File: config.mk
export PLATFORM = sky130hd
export DESIGN_NAME = acc_noc_packet_out
export DESIGN_NICKNAME = d
export VERILOG_FILES = /design/src/rtl/acc_noc_pkg.sv /design/src/rtl/acc_noc_packet_out_fifo.sv /design/src/rtl/acc_noc_packet_out.sv
export SDC_FILE = /design/constraint.sdc
export NUM_CORES = 1
export LEC_CHECK = 0
export CORE_ASPECT_RATIO = 0.6
export CORE_MARGIN = 2
export CORE_UTILIZATION = 45
export CTS_CLUSTER_DIAMETER = 50
export CTS_CLUSTER_SIZE = 25
export DETAILED_ROUTE_END_ITERATION = 12
export PLACE_DENSITY = 0.77
export SKIP_CTS_REPAIR_TIMING = 1
export SYNTH_ARGS = -nofsm -noshare
export SYNTH_HDL_FRONTEND = slang
export SYNTH_SLANG_ARGS = --single-unit
export TNS_END_PERCENT = 30
File: constraint.sdc
create_clock -name clk_line -period 3.6 [get_ports clk_line]
set_input_delay 0.54 -clock clk_line [delete_from_list [all_inputs] [get_ports clk_line]]
set_output_delay 0.54 -clock clk_line [all_outputs]
set_load 0.1 [all_outputs]
File: src/rtl/acc_noc_pkg.sv
// Shared types and header helpers for the accelerator NoC output packetizer.
// Latency: n/a (declarations only).
// Backpressure: n/a.
package acc_noc_pkg;

    typedef enum logic [1:0] {
        IDLE   = 2'd0,
        HEADER = 2'd1,
        DATA   = 2'd2
    } state_e;

    localparam int unsigned LEN_W        = 4;
    localparam int unsigned HDR_DEST_LSB = 0;

    // Source ID sits directly above the {y,x} destination pair.
    function automatic int unsigned hdr_src_lsb(input int unsigned xy_sz);
        return 2 * xy_sz;
    endfunction

    // Length sits directly above the source ID.
    function automatic int unsigned hdr_len_lsb(input int unsigned xy_sz);
        return 4 * xy_sz;
    endfunction

    // Build the single header word; every bit above the length field stays 0.
    function automatic logic [31:0] make_header(
        input logic [31:0]      x,
        input logic [31:0]      y,
        input logic [31:0]      src,
        input logic [LEN_W-1:0] len,
        input int unsigned      xy_sz = 4
    );
        logic [31:0] hdr;
        hdr = (x << HDR_DEST_LSB)
            | (y << (HDR_DEST_LSB + xy_sz))
            | (src << hdr_src_lsb(xy_sz))
            | (32'(len) << hdr_len_lsb(xy_sz));
        return hdr;
    endfunction

endpackage

File: src/rtl/acc_noc_packet_out_fifo.sv
// Single-clock payload FIFO with occupancy count, full and empty flags.
// Latency: a pushed word is at the head on the cycle after the push.
// Backpressure: pushes while full are dropped; pops while empty are ignored.
module acc_sync_fifo #(
    parameter int WIDTH = 32,
    parameter int DEPTH = 8,
    localparam int PTR_W = $clog2(DEPTH),
    localparam int CNT_W = PTR_W + 1
) (
    input  logic             clk,
    input  logic             rst,
    input  logic             push,
    input  logic [WIDTH-1:0] push_dat,
    input  logic             pop,
    output logic [WIDTH-1:0] pop_dat,
    output logic [CNT_W-1:0] count,
    output logic             full,
    output logic             empty
);

    logic [WIDTH-1:0] mem_q [DEPTH];
    logic [WIDTH-1:0] mem_d [DEPTH];
    logic [PTR_W-1:0] wr_ptr_q, wr_ptr_d;
    logic [PTR_W-1:0] rd_ptr_q, rd_ptr_d;
    logic [CNT_W-1:0] cnt_q, cnt_d;
    logic             do_push;
    logic             do_pop;

    assign full    = (cnt_q == CNT_W'(DEPTH));
    assign empty   = (cnt_q == '0);
    assign count   = cnt_q;
    assign pop_dat = mem_q[rd_ptr_q];
    assign do_push = push && !full;
    assign do_pop  = pop && !empty;

    // Next pointers, count and storage; pointers wrap naturally (power-of-two depth).
    always_comb begin
        mem_d    = mem_q;
        wr_ptr_d = wr_ptr_q;
        rd_ptr_d = rd_ptr_q;
        cnt_d    = cnt_q;
        if (do_push) begin
            mem_d[wr_ptr_q] = push_dat;
            wr_ptr_d        = wr_ptr_q + PTR_W'(1);
        end
        if (do_pop) begin
            rd_ptr_d = rd_ptr_q + PTR_W'(1);
        end
        case ({do_push, do_pop})
            2'b10:   cnt_d = cnt_q + CNT_W'(1);
            2'b01:   cnt_d = cnt_q - CNT_W'(1);
            default: cnt_d = cnt_q;
        endcase
    end

    // Control state; reset flushes by clearing pointers and count.
    always_ff @(posedge clk) begin
        if (rst) begin
            wr_ptr_q <= '0;
            rd_ptr_q <= '0;
            cnt_q    <= '0;
        end else begin
            wr_ptr_q <= wr_ptr_d;
            rd_ptr_q <= rd_ptr_d;
            cnt_q    <= cnt_d;
        end
    end

    // Storage needs no reset: contents are only read when count says valid.
    always_ff @(posedge clk) begin
        mem_q <= mem_d;
    end

endmodule

File: src/rtl/acc_noc_packet_out.sv
// Packetizer: header word {len, src, y, x} followed by len payload words on AXI-Stream.
// Latency: header one cycle after command accept; payload back-to-back when FIFO holds data.
// Backpressure: output register holds while TREADY low; pay_ready drops when FIFO full.
module acc_noc_packet_out
    import acc_noc_pkg::*;
#(
    parameter int XY_SZ      = 4,
    parameter int FIFO_DEPTH = 8
) (
    input  logic                 clk_line,
    input  logic                 clk_line_rst_high,
    input  logic [2*XY_SZ-1:0]   HsrcId,
    input  logic                 cmd_valid,
    output logic                 cmd_ready,
    input  logic [XY_SZ-1:0]     cmd_x_dest,
    input  logic [XY_SZ-1:0]     cmd_y_dest,
    input  logic [3:0]           cmd_len,
    input  logic                 pay_valid,
    output logic                 pay_ready,
    input  logic [31:0]          pay_data,
    input  logic                 stream_out_TREADY,
    output logic                 stream_out_TVALID,
    output logic [31:0]          stream_out_TDATA,
    output logic [3:0]           stream_out_TKEEP,
    output logic                 stream_out_TLAST,
    output logic                 pkt_sent
);

    localparam int CNT_W = $clog2(FIFO_DEPTH) + 1;

    state_e      state_q, state_d;
    logic        live_q, live_d;
    logic        tvalid_q, tvalid_d;
    logic [31:0] tdata_q, tdata_d;
    logic        tlast_q, tlast_d;
    logic [3:0]  len_q, len_d;
    logic [3:0]  rem_q, rem_d;
    logic [3:0]  ld_rem_q, ld_rem_d;

    logic [31:0]      fifo_dat;
    logic [CNT_W-1:0] fifo_cnt;
    logic             fifo_full;
    logic             fifo_empty;
    logic             fifo_push;
    logic             fifo_pop;
    logic             fire;
    logic             out_free;
    logic             accept;

    // live_q keeps ready outputs low while reset is held and for the edge it releases on.
    assign cmd_ready         = live_q && (state_q == IDLE);
    assign accept            = cmd_valid && cmd_ready;
    assign pay_ready         = live_q && !fifo_full;
    assign fifo_push         = pay_valid && pay_ready;
    assign fire              = tvalid_q && stream_out_TREADY;
    assign out_free          = !tvalid_q || stream_out_TREADY;
    assign stream_out_TVALID = tvalid_q;
    assign stream_out_TDATA  = tdata_q;
    assign stream_out_TLAST  = tlast_q;
    assign stream_out_TKEEP  = {4{tvalid_q}};
    assign pkt_sent          = fire && tlast_q;

    acc_sync_fifo #(
        .WIDTH (32),
        .DEPTH (FIFO_DEPTH)
    ) u_fifo (
        .clk      (clk_line),
        .rst      (clk_line_rst_high),
        .push     (fifo_push),
        .push_dat (pay_data),
        .pop      (fifo_pop),
        .pop_dat  (fifo_dat),
        .count    (fifo_cnt),
        .full     (fifo_full),
        .empty    (fifo_empty)
    );

    // FSM and output register next-state. ld_rem counts words still to be
    // pulled from the FIFO, rem counts beats still to handshake; they differ
    // by the word sitting in the output register.
    always_comb begin
        state_d  = state_q;
        live_d   = 1'b1;
        tvalid_d = tvalid_q;
        tdata_d  = tdata_q;
        tlast_d  = tlast_q;
        len_d    = len_q;
        rem_d    = rem_q;
        ld_rem_d = ld_rem_q;
        fifo_pop = 1'b0;
        case (state_q)
            IDLE: begin
                if (accept) begin
                    tdata_d  = make_header(32'(cmd_x_dest), 32'(cmd_y_dest),
                                           32'(HsrcId), cmd_len, XY_SZ);
                    tvalid_d = 1'b1;
                    tlast_d  = (cmd_len == 4'd0);
                    len_d    = cmd_len;
                    state_d  = HEADER;
                end
            end
            HEADER: begin
                if (fire) begin
                    if (len_q == 4'd0) begin
                        tvalid_d = 1'b0;
                        tlast_d  = 1'b0;
                        state_d  = IDLE;
                    end else begin
                        rem_d   = len_q;
                        state_d = DATA;
                        if (!fifo_empty) begin
                            tdata_d  = fifo_dat;
                            tvalid_d = 1'b1;
                            tlast_d  = (len_q == 4'd1);
                            fifo_pop = 1'b1;
                            ld_rem_d = len_q - 4'd1;
                        end else begin
                            tvalid_d = 1'b0;
                            tlast_d  = 1'b0;
                            ld_rem_d = len_q;
                        end
                    end
                end
            end
            DATA: begin
                if (fire) begin
                    rem_d = rem_q - 4'd1;
                end
                if (fire && (rem_q == 4'd1)) begin
                    tvalid_d = 1'b0;
                    tlast_d  = 1'b0;
                    state_d  = IDLE;
                end else if (out_free) begin
                    if ((ld_rem_q != 4'd0) && !fifo_empty) begin
                        tdata_d  = fifo_dat;
                        tvalid_d = 1'b1;
                        tlast_d  = (ld_rem_q == 4'd1);
                        fifo_pop = 1'b1;
                        ld_rem_d = ld_rem_q - 4'd1;
                    end else begin
                        tvalid_d = 1'b0;
                        tlast_d  = 1'b0;
                    end
                end
            end
            default: begin
                state_d  = IDLE;
                tvalid_d = 1'b0;
                tlast_d  = 1'b0;
            end
        endcase
    end

    // Register state and outputs; reset truncates any packet in flight.
    always_ff @(posedge clk_line) begin
        if (clk_line_rst_high) begin
            state_q  <= IDLE;
            live_q   <= 1'b0;
            tvalid_q <= 1'b0;
            tdata_q  <= '0;
            tlast_q  <= 1'b0;
            len_q    <= '0;
            rem_q    <= '0;
            ld_rem_q <= '0;
        end else begin
            state_q  <= state_d;
            live_q   <= live_d;
            tvalid_q <= tvalid_d;
            tdata_q  <= tdata_d;
            tlast_q  <= tlast_d;
            len_q    <= len_d;
            rem_q    <= rem_d;
            ld_rem_q <= ld_rem_d;
        end
    end

endmodule

==> results of run 1 <==
worst max-delay path, cell delays in order (launching register included):
cell and delay, ns:
dfxtp_1 0.45, inv_1 0.10, ha_1 0.25, inv_1 0.10, o311ai_0 0.13, a21oi_1 0.60, ha_1 0.31, ha_1 0.24
a21o_1 0.18, a21oi_1 0.19, xnor2_1 0.10, or3_1 0.31, a21oi_1 0.14
metrics by stage:
step	setup TNS (ns)	util	instance area [um2]	hold WS [ns]
floorplan	-36.81	-	13000	0.462
global placement	0	0.505	14400	0.475
detailed placement	0	0.505	14400	0.472
CTS	0	0.534	15200	0.406
global route	0	0.534	15200	0.420
finish	0	0.534	15200	0.411
cell families (layout without fill, tap and decap cells):
logic type,Yosys count,count (layout),synth area share
AO/OA/AOI/OAI,146,146,0.0894
XOR/XNOR,9,9,0.00608
adder cells (fa/ha/maj),16,16,0.0160
buffers and inverters,69,180,0.0263
flip-flops,315,315,0.684
multiplexers,123,123,0.118
other,0,2,0
AND/OR/NAND/NOR,143,143,0.0606
worst max path at each step:
stage,end,cells past startpoint,slack (ns)
after floorplan,u_fifo.mem_q[32],5,-0.29
after global placement,u_fifo.count[3],11,0.36
after detailed placement,u_fifo.count[3],11,0.22
after CTS,u_fifo.count[3],12,0.47
after global routing,u_fifo.count[3],12,0.25
final,u_fifo.count[3],12,0.44
layout make-up:
class	count	share of cell area
inverter	14	0.00345
multi-input combinational	437	0.252
tap	375	0.0308
timing repair buffer	122	0.0777
sequential	315	0.582
clock inverter	18	0.0141
antenna	2	0.000328
clock buffer	26	0.0400
per-layer routing:
| layer | vias to the layer above | GRT usage | share of wire |
|---|---|---|---|
| li1 | 3403 | - | - |
| met1 | 3767 | 0.279 | 0.45 |
| met2 | 249 | 0.289 | 0.44 |
| met3 | 48 | 0.0573 | 0.087 |
| met4 | 6 | 0.0444 | 0.019 |
| met5 | - | 0 | 0.0014 |
cell usage after synthesis, drive strengths merged (3+ instances only):
library cell	n
a21oi	40
edfxtp	256
a31o	13
nand2b	26
nand2	20
a21boi	3
mux2i	99
nand3	25
inv	14
nor3	4
o21ai	10
a211oi	3
xnor2	5
ha	15
mux4	24
o211ai	4
a311oi	20
nor4	15
nor2b	4
buf	31
a22oi	40
clkbuf	24
xor2	4
nor2	30
dfxtp	59
and2	5
flip-flops by register name, summed over array words and instances, names as in the netlist:
register           cells
ld_rem_q               4
len_q                  4
live_q                 1
rem_q                  4
state_q                2
stream_out_TDATA      32
stream_out_TLAST       1
stream_out_TVALID      1
u_fifo.count           4
u_fifo.mem_q         256
u_fifo.rd_ptr_q        3
u_fifo.wr_ptr_q        3
power breakdown:
group          internal, mW  total (mW)  switching (mW)
sequential             4.07        4.16          0.0896
combinational         0.521        1.93            1.41
clock                  1.33        2.73            1.40
total                  5.91        8.81            2.90
==> flow_summary.json, run 1 <==
{
  "grt_usage": 0.193,
  "place_ws_ns": 0.218,
  "fin_ws_ns": 0.439,
  "multi_input_area_um2": 3830,
  "layout.cells.non_filler": 1309,
  "synth_fp_nets": 894,
  "hp-class": "input port to flip-flop",
  "worst-setup-path-type": "flip-flop to flip-flop",
  "r2r_end": "u_fifo.count[3]",
  "worst_pin_slew_ns": 0.995,
  "cp-end-kind": "flip-flop",
  "fin_skew_ns": 0.0425,
  "critPathMaxFanout": 6,
  "n_fill_cell": 2231,
  "rsz0062_at_grt": "no",
  "fin_crit_ns": 3.16,
  "grt-ovfl-total": 0,
  "drcViolationCount": 0,
  "fin_crit_sh": 0.878,
  "peakVddDrop_uv": 360,
  "crit_arrival_ns": 3.62,
  "fp.dieH_um": 136,
  "cp-start-kind": "flip-flop",
  "place_congestion": 0.828,
  "setup_viol_count_final": 0,
  "ant_nets": 0,
  "crit_start": "len_q[0]",
  "nNetsFinal": 987,
  "report.power.total_mw": 8.81,
  "ys_ff_latch": 315,
  "first_pass_iters": 4,
  "ys_warn_count": 0,
  "initial_utilization": 0.455,
  "status": "finished clean",
  "yosysTopAreaCell": "edfxtp_1",
  "grt_pass1_wl_um": 44200,
  "final_cell_mix": "edfxtp_1 (256), mux2i_1 (99), clkdlybuf4s50_1 (93)",
  "ys_seq_area_frac": 0.684,
  "synth.distinct_cells": 55,
  "row_count": 48,
  "syn_inst": 821,
  "syn_to_final_growth_pct": 17.5,
  "synth-edff-count": 256,
  "min_to": "live_q",
  "dp_cells": 1263,
  "clk_path_buf_depth": 3,
  "grt_pass1_vias": 7360,
  "wire_per_inst_um": 22.1,
  "regArea_um2": 8870,
  "cts.sinks": 315,
  "pin_count": 98,
  "core_um2": 28500,
  "maxCapViolCount": 0,
  "avgSynthCellArea_um2": 15.8,
  "reg2reg_from": "len_q[0]",
  "rrSetupSlack_ns": 0.44,
  "dieArea_um2": 30200,
  "cts_buffers": 24,
  "p_leak_nw": 4.74,
  "num_vias": 7473,
  "netlist_area_um2": 13000,
  "drt_iter0_markers": 694,
  "antenna_found_initial": 5,
  "power_density_nw_per_um2": 578,
  "clk_pin_slew_ns": 0.07,
  "drive_above_1_share": 0.161,
  "worst_ep_required_time_ns": 4.05,
  "hold_depth": 3,
  "cts_root_buf": "clkbuf_16",
  "h-tree-depth": 1,
  "clock.fmax_mhz": 316,
  "via_per_inst": 5.71,
  "hold_viol": 0,
  "ys.flop_type": "edfxtp_1",
  "hold_path_startpoint": "clk_line_rst_high",
  "synth_top_cell_area_share": 0.593,
  "port-buffer-count": 97,
  "hpwl_um": 17600,
  "fp.dieW_um": 223,
  "reg2reg_depth": 12,
  "synthTopCellsByArea": "edfxtp_1 (59%), dfxtp_1 (9.1%), mux2i_1 (7.6%)",
  "final_common_cell": "edfxtp_1",
  "cts_tree": "yes",
  "drt_wl_total_um": 29000,
  "async_flop_share": 0,
  "clk_latency_ns": 0.56,
  "slew_headroom": 0.335,
  "grt_max_degree": 54,
  "drv_slew": 0
}
Note: power is estimated with default switching activity, not from simulation.
==> run 2, diff against run 1 <==
--- a/config.mk
+++ b/config.mk
@@ -11,7 +11,7 @@
 export CTS_CLUSTER_DIAMETER = 50
 export CTS_CLUSTER_SIZE = 25
 export DETAILED_ROUTE_END_ITERATION = 12
-export PLACE_DENSITY = 0.77
+export PLACE_DENSITY_LB_ADDON = 0.3
 export SKIP_CTS_REPAIR_TIMING = 1
 export SYNTH_ARGS = -nofsm -noshare
 export SYNTH_HDL_FRONTEND = slang
==> run 2 against run 1 <==
Compared with the run above:
- non-clock buffer count is 1 lower
- hold slack better by 0.086 ns
- register-to-register slack better by 0.02 ns
- sequential share of layout area is 0.27 points lower
- die area stayed put
- first-iteration DRC count is 2.7% lower
- sequential power hardly changed
- cell count is 0.15% higher
- routed wire length is 0.64% lower
- via count is 1.3% lower
- critical endpoint unchanged
- largest cell class unchanged
==> flow_summary.json, run 2 (synthesis gave the netlist of run 1 again) <==
{
  "clk_path_buf_depth": 3,
  "setup_viol_count_final": 0,
  "cts.sinks": 315,
  "p_leak_nw": 4.77,
  "fp.dieH_um": 136,
  "placed_area_um2": 14400,
  "fin_crit_sh": 0.874,
  "hold_path_startpoint": "stream_out_TDATA[25]",
  "crit_start": "rem_q[1]",
  "post-route-util": 0.537,
  "cts_buffers": 26,
  "worst_ep_required_time_ns": 4.07,
  "n_fill_cell": 2245,
  "power.internal_mw": 6.04,
  "port-buffer-count": 97,
  "cts_root_buf": "clkbuf_16",
  "p_seq_frac": 0.459,
  "report.power.total_mw": 9.04,
  "drive_above_1_share": 0.161,
  "slew_headroom": 0.326,
  "critPathMaxFanout": 5,
  "clk_latency_ns": 0.57,
  "initial_utilization": 0.455,
  "top_register": "u_fifo.mem_q",
  "grt-ovfl-total": 0,
  "wire_per_inst_um": 22.0,
  "grt_max_degree": 48,
  "cp-end-kind": "flip-flop",
  "final_cell_mix": "edfxtp_1 (256), mux2i_1 (99), clkdlybuf4s50_1 (93)",
  "h-tree-depth": 1,
  "dp_cells": 1262,
  "row_count": 48,
  "hold_viol": 0,
  "pin_count": 98,
  "ant_nets": 0,
  "crit_arrival_ns": 3.61,
  "place_congestion": 0.790,
  "hold_depth": 1,
  "first_pass_iters": 5,
  "num_vias": 7379,
  "fin_area_um2": 15300,
  "syn_to_final_growth_pct": 18.0,
  "via_per_inst": 5.63,
  "cp-start-kind": "flip-flop",
  "maxCapViolCount": 0,
  "worst-setup-path-type": "flip-flop to flip-flop",
  "pwr-share-clk": 0.327,
  "clk_pin_slew_ns": 0.08,
  "drv_slew": 0,
  "largest_register_ffs": 256,
  "layout.cells.non_filler": 1311,
  "clock.fmax_mhz": 318,
  "drcViolationCount": 0,
  "reg2reg_from": "rem_q[1]",
  "pwr-share-comb": 0.213,
  "core_um2": 28500,
  "dieArea_um2": 30200,
  "reg2reg_depth": 12,
  "grt_pass1_wl_um": 44000,
  "p_switching_mw": 3.00,
  "grt_usage": 0.192,
  "drt_iter0_markers": 675,
  "peakVddDrop_uv": 364,
  "fp.dieW_um": 223,
  "fin_crit_ns": 3.15,
  "cts_tree": "yes",
  "worst_pin_slew_ns": 1.01,
  "hp-class": "flip-flop to flip-flop",
  "p_sw_frac": 0.332,
  "grt_pass1_vias": 7154,
  "fin_skew_ns": 0.0357,
  "hpwl_um": 17200,
  "rsz0062_at_grt": "no",
  "tns_ns": 0,
  "power_density_nw_per_um2": 590,
  "nNetsFinal": 988,
  "final_common_cell": "edfxtp_1",
  "status": "finished clean",
  "antenna_found_initial": 3,
  "drt_wl_total_um": 28800
}
==> run 2: per-layer routing <==
layer	wire length, um	up-vias	global-route usage
li1	-	3422	-
met3	1610	36	0.0334
met4	380	4	0.0321
met5	25	-	0
met1	14200	3728	0.299
met2	12500	189	0.288
==> run 2: worst max-delay path, stage by stage, from the launching register on <==
cell      delay (ns)
dfxtp_1         0.34
inv_1           0.09
ha_1            0.13
or3b_2          0.52
o211ai_1        0.27
a21oi_1         0.25
ha_1            0.31
ha_1            0.28
a21o_1          0.18
a21oi_1         0.18
xnor2_1         0.10
or3_1           0.30
a21oi_1         0.14
==> run 2: final cells by class <==
| cell class | count | area [um2] | share of cell area |
|---|---|---|---|
| antenna | 1 | 2.50 | 0.000163 |
| tap | 375 | 469 | 0.0306 |
| clock buffer | 28 | 658 | 0.0430 |
| multi-input combinational | 437 | 3830 | 0.250 |
| sequential | 315 | 8870 | 0.579 |
| inverter | 14 | 52.6 | 0.00343 |
| clock inverter | 20 | 259 | 0.0169 |
| timing repair buffer | 121 | 1160 | 0.0760 |
==> run 2: through the flow <==
step,hold slack [ns],setup WS [ns]
after detailed placement,0.481,0.227
after global routing,0.516,0.287
after CTS,0.499,0.484
after floorplan,0.462,-0.294
after global placement,0.474,0.318
final,0.497,0.455
==> run 2: power by group through the flow <==
stage / sequential [mW] / clock [mW] / combinational (mW)
floorplan: 4.87 / 0 / 0.804
global placement: 4.23 / 0 / 1.91
detailed placement: 4.24 / 0 / 1.92
CTS: 4.15 / 3.00 / 1.93
global route: 4.17 / 3.14 / 2.02
finish: 4.15 / 2.96 / 1.93
==> run 2: path summary, 6_finish.rpt <==
| kind | to | slack, ns |
|---|---|---|
| max | u_fifo.count[3] | 0.45 |
| min | stream_out_TDATA[25] | 0.50 |
| max reg2reg | u_fifo.count[3] | 0.45 |
| min reg2reg | stream_out_TDATA[25] | 0.50 |
==> run 3, diff against run 2 <==
--- a/config.mk
+++ b/config.mk
@@ -11,7 +11,7 @@
 export CTS_CLUSTER_DIAMETER = 50
 export CTS_CLUSTER_SIZE = 25
 export DETAILED_ROUTE_END_ITERATION = 12
-export PLACE_DENSITY_LB_ADDON = 0.3
+export PLACE_DENSITY_LB_ADDON = 0.2
 export SKIP_CTS_REPAIR_TIMING = 1
 export SYNTH_ARGS = -nofsm -noshare
 export SYNTH_HDL_FRONTEND = slang
==> run 3 against run 2 <==
Compared with the run above:
- clock power about the same
- largest cell class unchanged
- highest routed layer is now met4
- worst setup slack improved by 0.047 ns
- critical path depth unchanged
- critical endpoint unchanged
==> flow_summary.json, run 3 (synthesis gave the netlist of run 1 again) <==
{
  "drt_wl_total_um": 29000,
  "via_per_inst": 5.62,
  "drv_slew": 0,
  "hold_ws_ns": 0.428,
  "clk_latency_ns": 0.55,
  "place_congestion": 0.764,
  "slew_headroom": 0.331,
  "grt-busiest-layer": "met1",
  "status": "finished clean",
  "fin_crit_ns": 3.10,
  "nNetsFinal": 987,
  "grt_max_degree": 56,
  "peakVddDrop_uv": 318,
  "final_cell_mix": "edfxtp_1 (256), mux2i_1 (99), clkdlybuf4s50_1 (93)",
  "fp.dieW_um": 223,
  "ant_nets": 0,
  "hp-class": "input port to flip-flop",
  "path_buf_inv": 2,
  "clock.fmax_mhz": 323,
  "antenna_found_initial": 1,
  "grt_usage": 0.194,
  "cts_tree": "yes",
  "core_um2": 28500,
  "grt_pass1_wl_um": 44100,
  "path_cells": "inv_1 -> ha_1 -> inv_1 -> o311ai_0 -> a21oi_1 -> ha_1 -> ha_1 -> a21o_1 -> a21oi_1 -> xnor2_1 -> or3_1 -> a21oi_1",
  "drcViolationCount": 0,
  "num_vias": 7342,
  "power_density_nw_per_um2": 591,
  "fin_crit_sh": 0.861,
  "dieArea_um2": 30200,
  "cts_buffers": 24,
  "h-tree-depth": 1,
  "slowest_stage": "a21oi_1",
  "p_leak_nw": 4.77,
  "hold_viol": 0,
  "initial_utilization": 0.455,
  "clk_path_buf_depth": 3,
  "grt_util_met2": 0.273,
  "rsz0062_at_grt": "no",
  "tns_ns": 0,
  "use_met1": 0.309,
  "first_pass_iters": 5,
  "cp-start-kind": "flip-flop",
  "port-buffer-count": 97,
  "final_common_cell": "edfxtp_1",
  "pin_count": 98,
  "syn_to_final_growth_pct": 18.0,
  "fp.dieH_um": 136,
  "worst_ep_required_time_ns": 4.06,
  "slowest_delay_ns": 0.55,
  "crit_arrival_ns": 3.56,
  "wire_per_inst_um": 22.2,
  "cp_top_family": "compound AO/OA/AOI/OAI gates",
  "grt-ovfl-total": 0,
  "hpwl_um": 16900,
  "largest_register_ffs": 256,
  "clk_pin_slew_ns": 0.07,
  "drt_iter0_markers": 605,
  "grt_use_met3": 0.0425,
  "critPathMaxFanout": 6,
  "cp-end-kind": "flip-flop",
  "grt_pass1_vias": 7014,
  "maxCapViolCount": 0,
  "top_register": "u_fifo.mem_q",
  "worst-setup-path-type": "flip-flop to flip-flop",
  "cts_root_buf": "clkbuf_16",
  "setup_viol_count_final": 0,
  "cts.sinks": 315,
  "drive_above_1_share": 0.162,
  "row_count": 48,
  "fin_skew_ns": 0.0227,
  "worst_pin_slew_ns": 1.00
}
[run 3: cell types whose count changed in the layout (fill, tap and decap cells not counted)]
cell and change:
clkinv_16 -1, buf_4 +1, inv_16 +1, a21oi_1 -1, bufinv_16 +2, inv_6 -1
clkinv_1 -2, clkinv_8 +2, clkinv_2 -2, inv_8 +2, inv_12 -4, clkbuf_16 -1
a21oi_2 +1, clkbuf_1 -1
[run 3: final timing paths]
path / slack [ns] / startpoint / cells after the start / to
hold / removal: 0.43 / clk_line_rst_high / 3 / live_q
hold reg to reg: 0.50 / stream_out_TDATA[23] / 1 / stream_out_TDATA[23]
setup reg to reg: 0.50 / len_q[0] / 12 / u_fifo.count[3]
setup / recovery: 0.50 / len_q[0] / 12 / u_fifo.count[3]
[run 3: final cells by class]
type | count | area, um2
clock buffers | 26 | 629
flip-flops and latches | 315 | 8870
clock inverters | 17 | 273
diodes | 1 | 2.50
well taps | 375 | 469
repair buffers | 122 | 1170
multi-input cells | 437 | 3840
inverters | 14 | 52.6
fillers | 2269 | 13200
[run 3: report_power, final]
group / total, mW / internal, mW / leakage, nW / switching, mW
sequential: 4.15 / 4.07 / 2.79 / 0.0868
combinational: 1.93 / 0.521 / 1.54 / 1.41
clock: 2.96 / 1.52 / 0.436 / 1.44
total: 9.05 / 6.11 / 4.77 / 2.94
[run 3: metal layers]
layer / wire [um] / vias up
li1: - / 3412
met1: 14700 / 3679
met2: 11900 / 213
met3: 1940 / 38
met4: 487 / 0
met5: 0 / -
[run 3: through the flow]
step	util	setup WS [ns]	instance area, um2	power, mW	instances
after CTS	0.537	0.527	15300	9.11	1306
after global routing	0.537	0.319	15300	9.36	1307
after floorplan	-	-0.294	13000	5.67	821
after global placement	0.505	0.325	14400	6.16	1263
final	0.537	0.502	15300	9.05	1307
after detailed placement	0.505	0.288	14400	6.16	1263
[run 3: worst reg2reg max path, stage by stage (launching register included)]
cell      delay [ns]
dfxtp_1         0.47
inv_1           0.11
ha_1            0.26
inv_1           0.10
o311ai_0        0.13
a21oi_1         0.55
ha_1            0.30
ha_1            0.24
a21o_1          0.18
a21oi_1         0.16
xnor2_1         0.09
or3_1           0.30
a21oi_1         0.13
